**src/rtl/fanout_ack_scheduler.sv**
```systemverilog
// Fanout of one upstream token to every masked consumer; each consumer handshakes independently.
// Latency 1 cycle capture-to-out_valid; upstream stalls until all masked consumers accept (in_ready comb from out_ready).
module fanout_ack_scheduler #(
  parameter int NUM_OUT     = 9,
  parameter int DATA_WIDTH  = 16,
  parameter int STALL_WIDTH = 16
) (
  input  logic                   clk,
  input  logic                   rst_n,
  input  logic [NUM_OUT-1:0]     cfg_mask,
  input  logic                   flush,
  input  logic                   in_valid,
  input  logic [DATA_WIDTH-1:0]  in_data,
  output logic                   in_ready,
  output logic [NUM_OUT-1:0]     out_valid,
  output logic [DATA_WIDTH-1:0]  out_data,
  input  logic [NUM_OUT-1:0]     out_ready,
  output logic [NUM_OUT-1:0]     pending,
  output logic                   busy,
  output logic [STALL_WIDTH-1:0] stall_cycles
);

  typedef enum logic {IDLE, HOLD} state_t;

  state_t                 state;
  logic [NUM_OUT-1:0]     pend_q;
  logic [DATA_WIDTH-1:0]  data_q;
  logic [STALL_WIDTH-1:0] stall_q;

  logic               hold;
  logic               drain;
  logic               capture;
  logic [NUM_OUT-1:0] acc;

  assign hold      = (state == HOLD);
  assign out_valid = hold ? pend_q : '0;
  assign acc       = out_valid & out_ready;
  // Every still-pending consumer is ready, so the slot frees up this very cycle.
  assign drain     = hold && ((pend_q & ~out_ready) == '0);
  assign in_ready  = !flush && (!hold || drain);
  assign capture   = in_valid && in_ready;

  assign out_data     = data_q;
  assign pending      = pend_q;
  assign busy         = hold;
  assign stall_cycles = stall_q;

  always_ff @(posedge clk or negedge rst_n) begin
    if (!rst_n) begin
      state   <= IDLE;
      pend_q  <= '0;
      data_q  <= '0;
      stall_q <= '0;
    end else if (flush) begin
      state   <= IDLE;
      pend_q  <= '0;
      stall_q <= '0;
    end else if (capture) begin
      // A zero mask still loads the data register but never raises out_valid.
      data_q  <= in_data;
      pend_q  <= cfg_mask;
      stall_q <= '0;
      state   <= (cfg_mask != '0) ? HOLD : IDLE;
    end else if (hold) begin
      if (drain) begin
        pend_q <= '0;
        state  <= IDLE;
      end else begin
        pend_q <= pend_q & ~acc;
      end
      if ((acc == '0) && (stall_q != '1))
        stall_q <= stall_q + 1'b1;
    end
  end

endmodule
```
**config.mk**
```make
export PLATFORM = sky130hd
export DESIGN_NAME = fanout_ack_scheduler
export DESIGN_NICKNAME = d
export VERILOG_FILES = /design/src/rtl/fanout_ack_scheduler.sv
export SDC_FILE = /design/constraint.sdc
export NUM_CORES = 1
export LEC_CHECK = 0
export ABC_AREA = 1
export CORE_AREA = 2 2 89 91
export CTS_BUF_LIST = sky130_fd_sc_hd__clkbuf_8
export DETAILED_ROUTE_END_ITERATION = 6
export DIE_AREA = 0 0 91 93
export PLACE_DENSITY_LB_ADDON = 0.12
export SLEW_MARGIN = 30
export SYNTH_ARGS = -nofsm -noshare
export SYNTH_HDL_FRONTEND = slang
export SYNTH_SLANG_ARGS = --single-unit
```
**constraint.sdc**
```tcl
create_clock -name clk -period 1.75 [get_ports clk]
set_input_delay 0.2625 -clock clk [delete_from_list [all_inputs] [get_ports clk]]
set_output_delay 0.2625 -clock clk [all_outputs]
set_load 0.01 [all_outputs]
```
==> results.yml, run 1 <==
worst_setup_path:
  cp_cell_sequence: "buf_12, nand3_1, nand2_1, nor2_2, nand2_2, nor2_4, buf_12, nand2_4, nand2_1, o21ai_1, nand2_1, inv_1"
  crit_path_end_kind: "register"
  cp.arrival_ps: 1900
  r2r_start: "busy$_DFF_PN0_"
  worst-setup-path-type: "register to register"
  setup.worst_path.start_class: "register"
  crit_buf_inv: 3
  cp.required_ps: 1940
  path_max_fanout: 12
  cp_top_family: "simple AND/OR/NAND/NOR gates"
  cp-startpoint: "busy$_DFF_PN0_"
  critPathMostFrequentCell: "nand2_1"
  cp_slowest_cell: "dfrtp_2"
  slowest_delay_ps: 460
synthesis:
  yosys.cell_types.count: 25
  seq_area_frac_synth: 0.440
  ys.flop_type: "dfrtp_1"
  yosysTopAreaCell: "dfrtp_1"
  ys_warn_count: 0
  ys_seq_elements: 42
  netlist_area_um2: 2390
  ys_top_cells_by_area: "dfrtp_1 44%, nand2_1 22%, nand3_1 7.1%"
  synth_top_area_frac: 0.440
  syn_nets: 383
  post_synth_inst_count: 344
  synth-edff-count: 0
  ys_async_sr_fraction: 1.00
  avgSynthCellArea_um2: 6.95
floorplan:
  die_area_um2: 8460
  die_w_um: 91
  start_util: 0.318
  die_h_um: 93
  core_area_um2: 7530
  io-pin-count: 90
  rows: 32
power:
  irDropWorstVdd_v: 0.000374
  power_leakage_nw: 1.98
  powerDensity_nw_per_um2: 671
  power.total_mw: 2.63
sta:
  fin_crit_ps: 1700
  layout_setup_ws_ps: 47.2
  finalHoldViolCount: 0
  fin_hold_ws_ps: 36.3
  min_period_over_period: 0.973
  finalClockSkew_ps: 9.63
  max_freq_mhz: 587
  tightest_slew_ps: 543
  finalMaxSlewViolations: 0
  setup_tns_ps: 0
  maxSlewHeadroom: 0.638
  setup_violations: 0
  rsz0062_at_grt: "true"
placed_design:
  placedInstanceArea_um2: 3660
  portBuffers: 89
  placed_cells: 564
  dpl.hpwl_um: 5200
  place.gp.congestion: 0.838
  place_ws_ps: -331
global_route:
  grt_pass1_vias: 2548
  grt-ovfl-total: 0
  grt_max_degree: 43
  grt_pass1_wl_um: 11300
  antenna_found_initial: 0
  grtUsageTotal: 0.165
finish:
  antenna_cells: 0
  finish.utilization: 0.522
  final_cell_mix: "140 x nand2_1, 78 x clkdlybuf4s50_1, 41 x dfrtp_1, 39 x inv_1, 35 x buf_4"
  layout-area-overhead-vs-synth_pct: 64.3
  n_fill_cell: 756
  drive_gt1_frac: 0.149
  design_area_um2: 3930
  nets: 513
  fin_cells: 577
  final_common_cell: "nand2_1"
detailed_routing:
  drc: 0
  wl_per_cell_um: 12.3
  drtAntennaViolNets: 0
  first_pass_iters: 5
  vias: 2590
  via_per_inst: 4.49
  dr.first_iter.drc_count: 85
  totalWireLength_um: 7110
cts:
  clockBufferDepth: 2
  cts_tree: "built"
  clk_pin_slew_worst_paths_ps: 80
  cts-root-buf: "clkbuf_8"
  h-tree-depth: 2
  clock_sinks: 42
  cts_made_buffers: 5
  holdBufCountCts: 0
  clk_latency_ps: 300
worst_hold_path:
  holdCritPathClass: "primary input to async pin"
outcome:
  outcome: "complete, no violations"
flow_run:
  cap_viol_max_count: 0
==> power by group <==
part	switching [mW]	internal (mW)
Clock	0.342	0.609
Combinational	0.269	0.330
Sequential	0.0417	1.04
Total	0.653	1.98
==> logic make-up (layout without fill, tap and decap cells) <==
group,count (synthesis),count (layout),synth area share
buffers and inverters,50,178,0.0905
flip-flops,42,42,0.440
AO/OA/AOI/OAI,22,22,0.0523
AND/OR/NAND/NOR,219,222,0.376
adder cells (fa/ha/maj),1,1,0.00523
XOR/XNOR,10,10,0.0366
==> cells in the mapped netlist (2+ instances only) <==
master / number
o21ai_0: 4
inv_1: 40
nand2_2: 2
a21oi_1: 6
dfrtp_1: 42
nand3_1: 34
xor2_1: 9
nand2_1: 142
nand4_1: 4
buf_2: 5
o21ai_1: 7
buf_6: 2
nor2_2: 4
buf_4: 2
nor2_1: 31
==> registers in the layout (all words and copies together), names as in the netlist <==
| name | count |
|---|---|
| busy | 1 |
| stall_cycles | 16 |
| pending | 9 |
| out_data | 16 |
==> repair_timing <==
action,in CTS,in global routing
gates cloned,0,4
resized for setup,12,18
pin swaps,0,5
endpoints found under the setup margin,9,41
setup buffers,0,1
==> worst paths after layout <==
| check | slack [ps] | cells past startpoint | end |
|---|---|---|---|
| worst max-delay path | 50 | 12 | stall_cycles[8]$_DFFE_PN0P_ |
| worst min-delay path | 40 | 2 | stall_cycles[5]$_DFFE_PN0P_ |
| worst max register to register | 50 | 12 | stall_cycles[8]$_DFFE_PN0P_ |
| worst min register to register | 480 | 2 | out_data[0]$_DFFE_PN0P_ |
| max in group asynchronous | 1320 | 2 | busy$_DFF_PN0_ |
| min in group clk | 480 | 2 | out_data[0]$_DFFE_PN0P_ |
==> per-layer routing <==
| layer | GRT usage | up-vias | routed length [um] |
|---|---|---|---|
| met5 | 0 | - | 0 |
| met4 | 0.0417 | 0 | 104 |
| met3 | 0.0524 | 12 | 516 |
| met2 | 0.289 | 87 | 3440 |
| met1 | 0.197 | 1166 | 3050 |
| li1 | - | 1325 | - |
==> area by class of cell <==
cell class / instances / area [um^2] / area share
clock buffer: 6 / 82.6 / 0.0210
clock inverter: 2 / 60.1 / 0.0153
inverter: 40 / 150 / 0.0382
multi-input combinational: 255 / 1210 / 0.308
sequential: 42 / 1050 / 0.268
tap: 102 / 128 / 0.0325
timing repair buffer: 130 / 1240 / 0.317
(Power assumes the default switching activity.)
==> inputs of run 2 (changes only) <==
--- a/config.mk
+++ b/config.mk
@@ -8,6 +8,7 @@
 export ABC_AREA = 1
 export CORE_AREA = 2 2 89 91
 export CTS_BUF_LIST = sky130_fd_sc_hd__clkbuf_8
+export CTS_CLUSTER_SIZE = 14
 export DETAILED_ROUTE_END_ITERATION = 6
 export DIE_AREA = 0 0 91 93
 export PLACE_DENSITY_LB_ADDON = 0.12
==> constraint.sdc (replaced) <==
create_clock -name clk -period 2.2 [get_ports clk]
set_input_delay 0.33 -clock clk [delete_from_list [all_inputs] [get_ports clk]]
set_output_delay 0.33 -clock clk [all_outputs]
set_load 0.01 [all_outputs]
==> run 2 against run 1 <==
  * First-iteration DRC count decreased by 2.4%
  * Sequential share of layout area increased by 2.7 points
  * Sequential cell count unchanged
  * Hold slack improved by 69 ps
  * Largest cell class is now multi-input gates
  * Largest power group unchanged
==> results.yml, run 2 (same netlist as run 1, synthesis figures left out) <==
outcome:
  outcome: "complete, no violations"
worst_setup_path:
  path_max_fanout: 13
  r2r_start: "stall_cycles[1]$_DFFE_PN0P_"
  reg2reg_slack_ps: 340
  worst-setup-path-type: "register to primary output"
  cp.arrival_ps: 1630
  cp_top_family: "buffers and inverters"
  setup.worst_path.start_class: "register"
  crit_path_end_kind: "primary output"
  crit_buf_inv: 3
  cp_slowest_cell: "clkdlybuf4s50_1"
  slowest_delay_ps: 560
  cp.required_ps: 1870
  r2r_end: "stall_cycles[8]$_DFFE_PN0P_"
  reg2regPathDepth: 11
  cp_cell_sequence: "buf_12, nand2_1, inv_1, clkdlybuf4s50_1"
sta:
  maxSlewHeadroom: 0.629
  finalMaxSlewViolations: 0
  fin_hold_ws_ps: 105
  rsz0062_at_grt: "false"
  max_freq_mhz: 510
  setup_violations: 0
  finalHoldViolCount: 0
  layout_setup_ws_ps: 239
  min_period_over_period: 0.891
  tightest_slew_ps: 556
  finalClockSkew_ps: 7.89
  fin_crit_ps: 1960
cts:
  clockBufferDepth: 2
  ctsResizeCount: 1
  post-cts-setup-buffers: 0
  cts_tree: "built"
  clk_latency_ps: 290
  clock_sinks: 42
  cts-root-buf: "clkbuf_8"
  clk_pin_slew_worst_paths_ps: 80
  h-tree-depth: 2
  holdBufCountCts: 0
  cts_made_buffers: 5
placed_design:
  place_ws_ps: -63.7
  place.gp.congestion: 0.794
  portBuffers: 89
  placed_cells: 538
  placedInstanceArea_um2: 3470
  dpl.hpwl_um: 4820
power:
  powerDensity_nw_per_um2: 504
  power_leakage_nw: 1.73
  irDropWorstVdd_v: 0.000283
floorplan:
  die_w_um: 91
  die_h_um: 93
  die_area_um2: 8460
  start_util: 0.318
  rows: 32
  core_area_um2: 7530
  io-pin-count: 90
global_route:
  antenna_found_initial: 0
  grtUsageTotal: 0.162
  grt_max_degree: 43
  grt-ovfl-total: 0
  grt_pass1_vias: 2455
  grt_pass1_wl_um: 11100
detailed_routing:
  dr.first_iter.drc_count: 83
  drtAntennaViolNets: 0
  vias: 2417
  first_pass_iters: 4
  wl_per_cell_um: 11.8
  drc: 0
  via_per_inst: 4.43
  totalWireLength_um: 6460
finish:
  antenna_cells: 0
  design_area_um2: 3560
  fin_cells: 546
  final_common_cell: "nand2_1"
  final_cell_mix: "142 x nand2_1, 87 x clkdlybuf4s50_1, 41 x inv_1, 41 x dfrtp_1, 34 x nand3_1"
  layout-area-overhead-vs-synth_pct: 49.1
  drive_gt1_frac: 0.0676
  nets: 482
  finish.utilization: 0.474
worst_hold_path:
  holdCritPathClass: "primary input to async pin"
flow_run:
  cap_viol_max_count: 0
## run 2: routing by layer
| metal | vias up | wire [um] | GRT usage |
|---|---|---|---|
| met5 | - | 0 | 0 |
| met3 | 9 | 395 | 0.0411 |
| met1 | 1085 | 2920 | 0.202 |
| met2 | 64 | 3070 | 0.279 |
| met4 | 0 | 81 | 0.0455 |
| li1 | 1259 | - | - |
## run 2: power breakdown
part | internal [mW] | total, mW | switching [mW] | leakage (nW)
clock network | 0.249 | 0.513 | 0.264 | 0.0524
registers | 0.828 | 0.871 | 0.0430 | 0.554
logic | 0.228 | 0.412 | 0.184 | 1.12
## run 2: layout make-up
cell class                 count  area, um^2
clock buffer                   6        82.6
clock inverter                 2        8.76
inverter                      40         150
fill                         770        3960
timing repair buffer         102        1020
multi-input combinational    252        1120
sequential                    42        1050
tap                          102         128
## run 2: stage by stage
step                      TNS (ps)  power, mW
after floorplan                  0       1.03
after detailed placement     -67.4       1.30
after global placement       -40.4       1.30
after CTS                        0       1.83
final                            0       1.80
after global routing             0       1.90
## run 2: worst max-delay path by stage
stage / from / endpoint / cells past startpoint
after floorplan: stall_cycles[0]$_DFFE_PN0P_ / stall_cycles[9]$_DFFE_PN0P_ / 12
after global placement: out_ready[2] / in_ready / 8
after detailed placement: out_ready[2] / in_ready / 8
after CTS: busy$_DFF_PN0_ / out_valid[3] / 4
after global routing: stall_cycles[1]$_DFFE_PN0P_ / stall_cycles[10]$_DFFE_PN0P_ / 11
final: busy$_DFF_PN0_ / out_valid[3] / 4
